==> src/rtl/load_store_unit_pkg.sv <==
// Shared types and helpers for the load/store unit: access sizes, FSM states
// and the legality rule for a request.
package load_store_unit_pkg;

  localparam logic [1:0] SIZE_B = 2'b00;
  localparam logic [1:0] SIZE_H = 2'b01;
  localparam logic [1:0] SIZE_W = 2'b10;

  typedef enum logic [1:0] {
    ST_IDLE = 2'd0,
    ST_BUS  = 2'd1,
    ST_RESP = 2'd2
  } state_e;

  // Size 11 is never legal; halves need even, words need 4-byte alignment.
  function automatic logic is_illegal(input logic [1:0] size, input logic [1:0] addr_lo);
    logic ill;
    case (size)
      SIZE_B:  ill = 1'b0;
      SIZE_H:  ill = addr_lo[0];
      SIZE_W:  ill = (addr_lo != 2'b00);
      default: ill = 1'b1;
    endcase
    return ill;
  endfunction

endpackage

==> src/rtl/load_store_unit_if.sv <==
// CPU request/response and data-memory bus signals of the load/store unit.
interface load_store_unit_if;
  logic        req_valid;
  logic        req_ready;
  logic        req_we;
  logic [1:0]  req_size;
  logic        req_signed;
  logic [31:0] req_addr;
  logic [31:0] req_wdata;
  logic        resp_valid;
  logic [31:0] resp_rdata;
  logic        resp_err;
  logic        mem_req;
  logic        mem_we;
  logic [31:0] mem_addr;
  logic [3:0]  mem_be;
  logic [31:0] mem_wdata;
  logic        mem_ack;
  logic [31:0] mem_rdata;

  modport slave (
    input  req_valid, req_we, req_size, req_signed, req_addr, req_wdata, mem_ack, mem_rdata,
    output req_ready, resp_valid, resp_rdata, resp_err,
           mem_req, mem_we, mem_addr, mem_be, mem_wdata
  );

  modport master (
    output req_valid, req_we, req_size, req_signed, req_addr, req_wdata, mem_ack, mem_rdata,
    input  req_ready, resp_valid, resp_rdata, resp_err,
           mem_req, mem_we, mem_addr, mem_be, mem_wdata
  );
endinterface

==> src/rtl/load_store_unit_lane_extend.sv <==
// Load lane selection from a memory word, followed by sign or zero extension.
module lane_extend
  import load_store_unit_pkg::*;
(
  input  logic [31:0] rdata,
  input  logic [1:0]  addr_lo,
  input  logic [1:0]  size,
  input  logic        sgn,
  output logic [31:0] ext
);

  logic [7:0]  lane_b;
  logic [15:0] lane_h;

  always_comb begin
    lane_b = rdata[{addr_lo, 3'b000} +: 8];
    lane_h = addr_lo[1] ? rdata[31:16] : rdata[15:0];
    case (size)
      SIZE_B:  ext = {{24{sgn & lane_b[7]}}, lane_b};
      SIZE_H:  ext = {{16{sgn & lane_h[15]}}, lane_h};
      default: ext = rdata;
    endcase
  end

endmodule

==> src/rtl/load_store_unit.sv <==
// Data-memory access unit: one transaction in flight, bus wait states with a
// timeout, store lane encoding and load extension.
module load_store_unit
  import load_store_unit_pkg::*;
#(
  parameter int unsigned TIMEOUT = 15
) (
  input logic             clk,
  input logic             reset,
  load_store_unit_if.slave lsu
);

  localparam int unsigned CntW = $clog2(TIMEOUT + 1);

  state_e          state_q, state_d;
  logic [CntW-1:0] cnt_q, cnt_d;
  logic [1:0]      size_q, size_d;
  logic            sgn_q, sgn_d;
  logic [1:0]      addr_lo_q, addr_lo_d;
  logic            mem_req_q, mem_req_d;
  logic            mem_we_q, mem_we_d;
  logic [31:0]     mem_addr_q, mem_addr_d;
  logic [3:0]      mem_be_q, mem_be_d;
  logic [31:0]     mem_wdata_q, mem_wdata_d;
  logic            resp_valid_q, resp_valid_d;
  logic [31:0]     resp_rdata_q, resp_rdata_d;
  logic            resp_err_q, resp_err_d;

  logic [3:0]      st_be;
  logic [31:0]     st_wdata;
  logic [31:0]     load_ext;

  lane_extend u_lane_extend (
    .rdata   (lsu.mem_rdata),
    .addr_lo (addr_lo_q),
    .size    (size_q),
    .sgn     (sgn_q),
    .ext     (load_ext)
  );

  // Store narrowing; loads always read the full word.
  always_comb begin
    case (lsu.req_size)
      SIZE_B: begin
        st_be    = 4'b0001 << lsu.req_addr[1:0];
        st_wdata = {4{lsu.req_wdata[7:0]}};
      end
      SIZE_H: begin
        st_be    = lsu.req_addr[1] ? 4'b1100 : 4'b0011;
        st_wdata = {2{lsu.req_wdata[15:0]}};
      end
      default: begin
        st_be    = 4'b1111;
        st_wdata = lsu.req_wdata;
      end
    endcase
    if (!lsu.req_we) begin
      st_be = 4'b1111;
    end
  end

  always_comb begin
    state_d      = state_q;
    cnt_d        = cnt_q;
    size_d       = size_q;
    sgn_d        = sgn_q;
    addr_lo_d    = addr_lo_q;
    mem_req_d    = mem_req_q;
    mem_we_d     = mem_we_q;
    mem_addr_d   = mem_addr_q;
    mem_be_d     = mem_be_q;
    mem_wdata_d  = mem_wdata_q;
    resp_valid_d = 1'b0;
    resp_rdata_d = '0;
    resp_err_d   = 1'b0;

    unique case (state_q)
      ST_IDLE: begin
        if (lsu.req_valid) begin
          size_d    = lsu.req_size;
          sgn_d     = lsu.req_signed;
          addr_lo_d = lsu.req_addr[1:0];
          if (is_illegal(lsu.req_size, lsu.req_addr[1:0])) begin
            state_d      = ST_RESP;
            resp_valid_d = 1'b1;
            resp_err_d   = 1'b1;
          end else begin
            state_d     = ST_BUS;
            cnt_d       = '0;
            mem_req_d   = 1'b1;
            mem_we_d    = lsu.req_we;
            mem_addr_d  = {lsu.req_addr[31:2], 2'b00};
            mem_be_d    = st_be;
            mem_wdata_d = st_wdata;
          end
        end
      end
      ST_BUS: begin
        if (lsu.mem_ack) begin
          state_d      = ST_RESP;
          mem_req_d    = 1'b0;
          resp_valid_d = 1'b1;
          resp_rdata_d = mem_we_q ? '0 : load_ext;
        end else if (cnt_q >= CntW'(TIMEOUT - 1)) begin
          // Last allowed BUS cycle passed without an ack.
          state_d      = ST_RESP;
          mem_req_d    = 1'b0;
          resp_valid_d = 1'b1;
          resp_err_d   = 1'b1;
        end else if (cnt_q != CntW'(TIMEOUT)) begin
          cnt_d = cnt_q + CntW'(1);
        end
      end
      ST_RESP: begin
        state_d = ST_IDLE;
      end
      default: begin
        state_d = ST_IDLE;
      end
    endcase
  end

  always_ff @(posedge clk or posedge reset) begin
    if (reset) begin
      state_q      <= ST_IDLE;
      cnt_q        <= '0;
      size_q       <= '0;
      sgn_q        <= 1'b0;
      addr_lo_q    <= '0;
      mem_req_q    <= 1'b0;
      mem_we_q     <= 1'b0;
      mem_addr_q   <= '0;
      mem_be_q     <= '0;
      mem_wdata_q  <= '0;
      resp_valid_q <= 1'b0;
      resp_rdata_q <= '0;
      resp_err_q   <= 1'b0;
    end else begin
      state_q      <= state_d;
      cnt_q        <= cnt_d;
      size_q       <= size_d;
      sgn_q        <= sgn_d;
      addr_lo_q    <= addr_lo_d;
      mem_req_q    <= mem_req_d;
      mem_we_q     <= mem_we_d;
      mem_addr_q   <= mem_addr_d;
      mem_be_q     <= mem_be_d;
      mem_wdata_q  <= mem_wdata_d;
      resp_valid_q <= resp_valid_d;
      resp_rdata_q <= resp_rdata_d;
      resp_err_q   <= resp_err_d;
    end
  end

  assign lsu.req_ready  = (state_q == ST_IDLE);
  assign lsu.resp_valid = resp_valid_q;
  assign lsu.resp_rdata = resp_rdata_q;
  assign lsu.resp_err   = resp_err_q;
  assign lsu.mem_req    = mem_req_q;
  assign lsu.mem_we     = mem_we_q;
  assign lsu.mem_addr   = mem_addr_q;
  assign lsu.mem_be     = mem_be_q;
  assign lsu.mem_wdata  = mem_wdata_q;

endmodule

==> src/flat_wrapper.sv <==
// flat-port wrapper written by rule: the top's interface ports become plain ports
module load_store_unit_flat import load_store_unit_pkg::*;
#(
  parameter int unsigned TIMEOUT = 15
)
  (clk, reset, lsu_req_valid, lsu_req_we, lsu_req_size, lsu_req_signed, lsu_req_addr, lsu_req_wdata, lsu_mem_ack, lsu_mem_rdata, lsu_req_ready, lsu_resp_valid, lsu_resp_rdata, lsu_resp_err, lsu_mem_req, lsu_mem_we, lsu_mem_addr, lsu_mem_be, lsu_mem_wdata);
  load_store_unit_if lsu_i ();
  input logic clk;
  input logic reset;
  input wire logic [$bits(lsu_i.req_valid)-1:0] lsu_req_valid;
  input wire logic [$bits(lsu_i.req_we)-1:0] lsu_req_we;
  input wire logic [$bits(lsu_i.req_size)-1:0] lsu_req_size;
  input wire logic [$bits(lsu_i.req_signed)-1:0] lsu_req_signed;
  input wire logic [$bits(lsu_i.req_addr)-1:0] lsu_req_addr;
  input wire logic [$bits(lsu_i.req_wdata)-1:0] lsu_req_wdata;
  input wire logic [$bits(lsu_i.mem_ack)-1:0] lsu_mem_ack;
  input wire logic [$bits(lsu_i.mem_rdata)-1:0] lsu_mem_rdata;
  output wire logic [$bits(lsu_i.req_ready)-1:0] lsu_req_ready;
  output wire logic [$bits(lsu_i.resp_valid)-1:0] lsu_resp_valid;
  output wire logic [$bits(lsu_i.resp_rdata)-1:0] lsu_resp_rdata;
  output wire logic [$bits(lsu_i.resp_err)-1:0] lsu_resp_err;
  output wire logic [$bits(lsu_i.mem_req)-1:0] lsu_mem_req;
  output wire logic [$bits(lsu_i.mem_we)-1:0] lsu_mem_we;
  output wire logic [$bits(lsu_i.mem_addr)-1:0] lsu_mem_addr;
  output wire logic [$bits(lsu_i.mem_be)-1:0] lsu_mem_be;
  output wire logic [$bits(lsu_i.mem_wdata)-1:0] lsu_mem_wdata;
  assign lsu_i.req_valid = lsu_req_valid;
  assign lsu_i.req_we = lsu_req_we;
  assign lsu_i.req_size = lsu_req_size;
  assign lsu_i.req_signed = lsu_req_signed;
  assign lsu_i.req_addr = lsu_req_addr;
  assign lsu_i.req_wdata = lsu_req_wdata;
  assign lsu_i.mem_ack = lsu_mem_ack;
  assign lsu_i.mem_rdata = lsu_mem_rdata;
  assign lsu_req_ready = lsu_i.req_ready;
  assign lsu_resp_valid = lsu_i.resp_valid;
  assign lsu_resp_rdata = lsu_i.resp_rdata;
  assign lsu_resp_err = lsu_i.resp_err;
  assign lsu_mem_req = lsu_i.mem_req;
  assign lsu_mem_we = lsu_i.mem_we;
  assign lsu_mem_addr = lsu_i.mem_addr;
  assign lsu_mem_be = lsu_i.mem_be;
  assign lsu_mem_wdata = lsu_i.mem_wdata;
  load_store_unit #(.TIMEOUT(TIMEOUT)) u_core (.clk(clk), .reset(reset), .lsu(lsu_i));
endmodule
==> config.mk <==
export PLATFORM = sky130hd
export DESIGN_NAME = load_store_unit_flat
export DESIGN_NICKNAME = d
export VERILOG_FILES = /design/src/rtl/load_store_unit_pkg.sv /design/src/rtl/load_store_unit_if.sv /design/src/rtl/load_store_unit_lane_extend.sv /design/src/rtl/load_store_unit.sv /design/src/flat_wrapper.sv
export SDC_FILE = /design/constraint.sdc
export NUM_CORES = 1
export LEC_CHECK = 0
export CORE_AREA = 2 2 113 115
export DETAILED_ROUTE_END_ITERATION = 16
export DIE_AREA = 0 0 115 117
export DONT_BUFFER_PORTS = 1
export GPL_TIMING_DRIVEN = 0
export PLACE_DENSITY = 0.67
export SETUP_SLACK_MARGIN = 0.15
export SYNTH_ARGS = -nofsm -noshare
export SYNTH_HDL_FRONTEND = slang
export SYNTH_HIERARCHICAL = 1
export SYNTH_SLANG_ARGS = --single-unit
==> constraint.sdc <==
create_clock -name clk -period 8.2 [get_ports clk]
set_clock_uncertainty 0.05 [all_clocks]
set_input_delay 1.64 -clock clk [delete_from_list [all_inputs] [get_ports clk]]
set_output_delay 1.64 -clock clk [all_outputs]
set_load 0.05 [all_outputs]
=== Word level (Yosys, flattened, before mapping) ===
Cells that the tools add are included.

* Bits in registers: 113
* Input bits: 104
* Output and inout port bits: 105

* Add/sub/neg operators: 1
* Order comparisons: 1
* Equal/unequal tests: 11
* Shift-type cells: 2
* Multiplexer cells: 35
* Bitwise operators: 3
* Reductions and logical operators: 10

{| class="wikitable"
|+ Operators with widths
! kind !! number
|-
| $pmux 32 s2 || 2
|-
| $mux 32 || 3
|-
| $shiftx 32x6->8 || 1
|-
| $mux 4 || 7
|-
| $mux 16 || 1
|-
| $pmux 4 s2 || 2
|-
| $mux 1 || 11
|-
| $mux 2 || 4
|-
| $ne 2x2->1 const B || 4
|-
| $eq 2x1->1 const B || 3
|-
| $logic_not 2->1 || 3
|-
| $pmux 1 s2 || 3
|-
| $reduce_and 6->1 || 1
|-
| $add 4x1->4 const B || 1
|-
| $ge 4x4->1 const B || 1
|-
| $ne 4x4->1 const B || 1
|-
| $pmux 2 s2 || 1
|-
| $reduce_and 2->1 || 2
|-
| $reduce_and 4->1 || 1
|-
| $reduce_bool 2->1 || 2
|-
| $shl 1x2->4 const A || 1
|-
| $ne 3x2->1 const B || 1
|-
| $pmux 1 s3 || 1
|-
| $reduce_and 3->1 || 1
|-
| 4 further kinds || 5
|}

=== Logic depth before layout (Yosys ltp) ===
* Depth in word-level cells: 7
* Gate-level depth with buffers: 7
* Mapped depth without buffers: 6

=== Modules after synthesis ===
Netlist, hierarchy kept.

{| class="wikitable"
|+ Modules (own cells, without submodules)
! module !! instances !! cells each !! area each (um^2)
|-
| load_store_unit || 1 || 357 || 4,684.5
|-
| lane_extend || 1 || 123 || 705.7
|}

=== Worst setup path before layout ===
Ideal clock, no wire load.

* Kind: input-to-reg
* Start: in lsu_req_size[0]
* End: reg u_core.mem_addr_q[10] (netlist: u_core/lsu.mem_addr[10])
* Data arrival time: 2.658 ns
* Slack: 5.367 ns
* Stages on the path: 5
* Cell sequence: clkbuf_2 -> nor3_2 -> o21ai_4 -> buf_6 -> mux2_4

* Longest elaborated chain between the ends: 6
* Elaborated cells between the ends (all ways): 8

{| class="wikitable"
|+ Ends and longest elaborated chain
! item !! RTL line !! RTL
|-
| start: declaration || flat_wrapper.sv:12 || <nowiki>input wire logic [$bits(lsu_i.req_size)-1:0] lsu_req_size;</nowiki>
|-
| $eq 2x2->1 (tied with other cells) || load_store_unit_pkg.sv:18 || <nowiki>case (size)</nowiki>
|-
| $pmux 1 s3 * || load_store_unit_pkg.sv:18 ||
|-
| $mux 1 * || load_store_unit.sv:79 || <nowiki>if (lsu.req_valid) begin</nowiki>
|-
| $mux 1 * || load_store_unit.sv:77 || <nowiki>unique case (state_q)</nowiki>
|-
| $not 1->1 (no line) * || - ||
|-
| $reduce_and 3->1 (no line) * || - ||
|-
| end signal: assignment || load_store_unit.sv:146 || <nowiki>mem_addr_q <= mem_addr_d;</nowiki>
|-
| end: declaration || load_store_unit.sv:22 || <nowiki>logic [31:0] mem_addr_q, mem_addr_d;</nowiki>
|}

Every way passes the cells marked *; elsewhere a longest branch is shown, timed or not. The select of a mux whose other input is x is not followed.
A chain may end at the register's enable or synchronous reset.

=== Final worst setup path ===
* Start: reg u_core.state_q[0]
* End: out lsu_req_ready

* Longest elaborated chain between the ends: 1

{| class="wikitable"
|+ Ends and longest elaborated chain
! item !! RTL line !! RTL
|-
| start: declaration || load_store_unit.sv:15 || <nowiki>state_e state_q, state_d;</nowiki>
|-
| start signal: assignment || load_store_unit.sv:139 || <nowiki>state_q <= state_d;</nowiki>
|-
| $logic_not 2->1 || load_store_unit.sv:155 || <nowiki>assign lsu.req_ready = (state_q == ST_IDLE);</nowiki>
|-
| end: declaration || flat_wrapper.sv:18 || <nowiki>output wire logic [$bits(lsu_i.req_ready)-1:0] lsu_req_ready;</nowiki>
|}

Every way passes these cells.

==> flow_summary.json <==
{
  "worstSetupStartpointType": "flop",
  "layout-drive-gt1-share_pct": 22.57,
  "postCtsSetupRepairBufs": 0,
  "synth-xor-area-share_pct": 0,
  "die_h_um": 117,
  "cts_tree": "done",
  "gp_congestion": 0.8729,
  "crit_family": "simple AND/OR/NAND/NOR gates",
  "crit_buf_inv": 0,
  "clk_sinks": 113,
  "tns_ps": 0,
  "synth.avg_cell_area_um2": 11.23,
  "routed_wirelength_um": 13690,
  "initial_antenna_violation_count": 0,
  "synth-compound-area-share_pct": 11.03,
  "ys_top_cells_by_area": "dfrtp_1, mux2_4, nand2_1",
  "rows": 41,
  "wl_per_cell_um": 20.62,
  "post-route-drc-count": 0,
  "rsz0062_at_grt": "false",
  "detailroute.via_count": 3694,
  "cts.root.buffer_cell": "clkbuf_16",
  "post-route-period-util_pct": 40.17,
  "outcome": "completed",
  "finalWorstSetupSlack_ps": 4906,
  "drt_pass_1_iters": 4,
  "fmax_mhz": 303.6,
  "asyncSetResetFlopFracSynth_pct": 100.0,
  "cp_data_required_time_ps": 6510,
  "max-clock-path-buffers": 2,
  "dp_hpwl_um": 10100,
  "post-layout-total-power_mw": 2.524,
  "period_minus_ws_final_ps": 3294,
  "drt_first_iter_violations": 289,
  "global_route.usage.total_pct": 20.41,
  "clk_transition_reported_paths_ps": 50,
  "port_buffers": 0,
  "synth_cells": 480,
  "cts_buffers": 17,
  "die_area_um2": 13460,
  "die_w_um": 115,
  "ys_seq_elements": 113,
  "static-leakage-power_nw": 3.089,
  "global_route_wire_length_before_repair_um": 20690,
  "postSynth.topFlopCell": "dfrtp_1",
  "holdCritPathClass": "reg -> reg",
  "mappedNetlistArea_um2": 5390,
  "critical_path.cell_chain": "nor2_1",
  "setup_viol": 0,
  "cts_hold_repair.buffers": 0,
  "crit_path_end_kind": "output pin",
  "timing.final.max_slew_violations": 0,
  "tightestPinTransition_ps": 877.5,
  "synth_top_area_cell": "dfrtp_1",
  "netlist.area_leader.share_pct": 52.46,
  "crit_path_max_fanout": 8,
  "area_growth_from_synthesis_to_final_layout_pct": 15.46,
  "top_level_ports": 209,
  "via_per_inst": 5.563,
  "synthAdderAreaFrac_pct": 0.4643,
  "synth.area.mux_share_pct": 16.95,
  "cellPowerDensity_nw_per_um2": 405.5,
  "share_of_synthesized_cell_area_in_and_or_nand_and_nor_gates_pct": 15.16,
  "peakVddDrop_uv": 131.8,
  "nets": 607,
  "start_util_pct": 43.78,
  "synth-seq-area-share_pct": 52.46,
  "hold_viol_final": 0,
  "antenna_violating_nets_left": 0,
  "relSlewSlack_pct": 41.28,
  "coreArea_um2": 12310,
  "critPathArrivalTime_ps": 1600,
  "first_global_vias": 3722,
  "grt_start_max_net_pins": 66,
  "placement.setup.worst_slack_ps": 4985,
  "max_cap_viol_count": 0,
  "critical_path.slowest_cell": "nor2_1",
  "gr-total-overflow": 0,
  "synth.yosys.warnings": 6,
  "critPathKind": "reg -> out",
  "worstSkewPairLatency_ps": 410,
  "post_cts_sizing": 0,
  "cp_slowest_stage_delay_ps": 720,
  "antenna_cells_inserted": 0,
  "htree_num_levels": 4,
  "count_of_different_cell_masters_after_synthesis": 49,
  "largest_family_of_logic_cells_by_synthesized_area": "multiplexers",
  "synth_edf_count": 0
}
-- Yosys cell counts (2+ instances only) --
| master | number |
|---|---|
| buf_6 | 5 |
| inv_1 | 6 |
| and2b_1 | 2 |
| nand2_1 | 87 |
| a22oi_1 | 4 |
| nor2_1 | 19 |
| nor2b_1 | 3 |
| o22a_1 | 3 |
| a21oi_1 | 17 |
| nor2b_2 | 2 |
| clkbuf_1 | 11 |
| a21o_1 | 3 |
| buf_4 | 6 |
| a221o_2 | 8 |
| ha_1 | 2 |
| nand2b_1 | 9 |
| mux2i_1 | 26 |
| dfrtp_1 | 113 |
| a2bb2oi_1 | 3 |
| mux2_4 | 39 |
| and2_1 | 32 |
| mux2_2 | 6 |
| o21ai_0 | 38 |
| a31oi_1 | 2 |
| nand3_1 | 4 |
| buf_2 | 7 |
-- layout by cell type (no fill, tap or decap), types with 2 or more instances in the layout --
| cell type | count |
|---|---|
| and2b_1 | 2 |
| mux2_4 | 39 |
| nor2b_1 | 3 |
| nand3_1 | 4 |
| nor2_1 | 19 |
| a21oi_1 | 17 |
| nand2b_1 | 9 |
| mux2_2 | 6 |
| nor2b_2 | 2 |
| dfrtp_1 | 113 |
| buf_6 | 5 |
| buf_4 | 6 |
| a21o_1 | 3 |
| ha_1 | 2 |
| clkinv_2 | 5 |
| a221o_2 | 8 |
| a31oi_1 | 2 |
| clkbuf_16 | 17 |
| buf_2 | 7 |
| inv_1 | 5 |
| bufinv_16 | 4 |
| clkbuf_1 | 14 |
| and2_1 | 32 |
| o21ai_0 | 38 |
| nand2_1 | 87 |
| a2bb2oi_1 | 3 |
| mux2i_1 | 26 |
| a22oi_1 | 4 |
| conb_1 | 2 |
| o22a_1 | 3 |
-- power by group --
group	total (mW)	switching [mW]	internal (mW)
combinational	0.459	0.220	0.240
clock	0.758	0.245	0.513
sequential	1.31	0.609	0.697
-- cell families (layout without fill, tap and decap cells) --
kind of cell             Yosys count  after routing
AND/OR/NAND/NOR                  167            167
AO/OA/AOI/OAI                     89             89
multiplexers                      71             71
other                              1              2
flip-flops                       113            113
buffers and inverters             37             70
adder cells (fa/ha/maj)            2              2
-- path summary, 6_finish.rpt --
check,cells after the start,from,slack [ps],to
max,1,u_core/state_q[0],4910,lsu_req_ready
min,1,u_core/size_q[1],460,u_core/size_q[1]
max reg2reg,6,u_core/state_q[0],6250,u_core/lsu.mem_wdata[9]
min reg2reg,1,u_core/size_q[1],460,u_core/size_q[1]
max in group asynchronous,2,reset,6210,u_core/lsu.mem_be[3]
min in group asynchronous,1,reset,1140,u_core/lsu.mem_addr[11]
-- stage by stage --
step	utilization, %	hold WS [ps]	instance area [um^2]	instances
floorplan	-	431.8	5394	481
global placement	45.34	446.6	5582	631
detailed placement	45.58	448.5	5612	632
CTS	50.55	459.4	6223	664
global route	50.55	487.1	6223	664
finish	50.55	455.0	6223	664
-- layer usage --
layer | wire, um | GRT usage (%) | vias to the layer above | share of wire [%]
met3 | 1193 | 7.415 | 20 | 8.7
met4 | 274 | 8.514 | 0 | 2.0
met2 | 6790 | 32.98 | 174 | 50
met5 | 0 | 0 | - | 0
li1 | - | - | 1688 | -
met1 | 5431 | 24.89 | 1812 | 40
-- registers in the layout, summed over array words and instances (netlist names) --
register	cells
u_core/lsu.mem_wdata	32
u_core/lsu.resp_rdata	32
u_core/lsu.mem_addr	30
u_core/cnt_q	4
u_core/lsu.mem_be	4
u_core/addr_lo_q	2
u_core/size_q	2
u_core/state_q	2
u_core/lsu.mem_req	1
u_core/lsu.mem_we	1
u_core/lsu.resp_err	1
u_core/lsu.resp_valid	1
u_core/sgn_q	1
-- area by class of cell --
| type | instances | area, um^2 |
|---|---|---|
| Tap cell | 150 | 187.7 |
| Multi-Input combinational cell | 331 | 2357 |
| Fill cell | 1139 | 6088 |
| Buffer | 31 | 186.4 |
| Sequential cell | 113 | 2828 |
| Timing Repair Buffer | 1 | 27.53 |
| Clock inverter | 11 | 161.4 |
| Inverter | 6 | 25.02 |
| Clock buffer | 21 | 450.4 |
-- worst reg2reg max path, delay by kind of cell (launching register included) --
kind            cells  cell delay [ps]
compound gates      2              330
simple gates        2              560
flops               1              470
buf+inv             2              390
No activity file was read; power rests on OpenSTA's default activity.
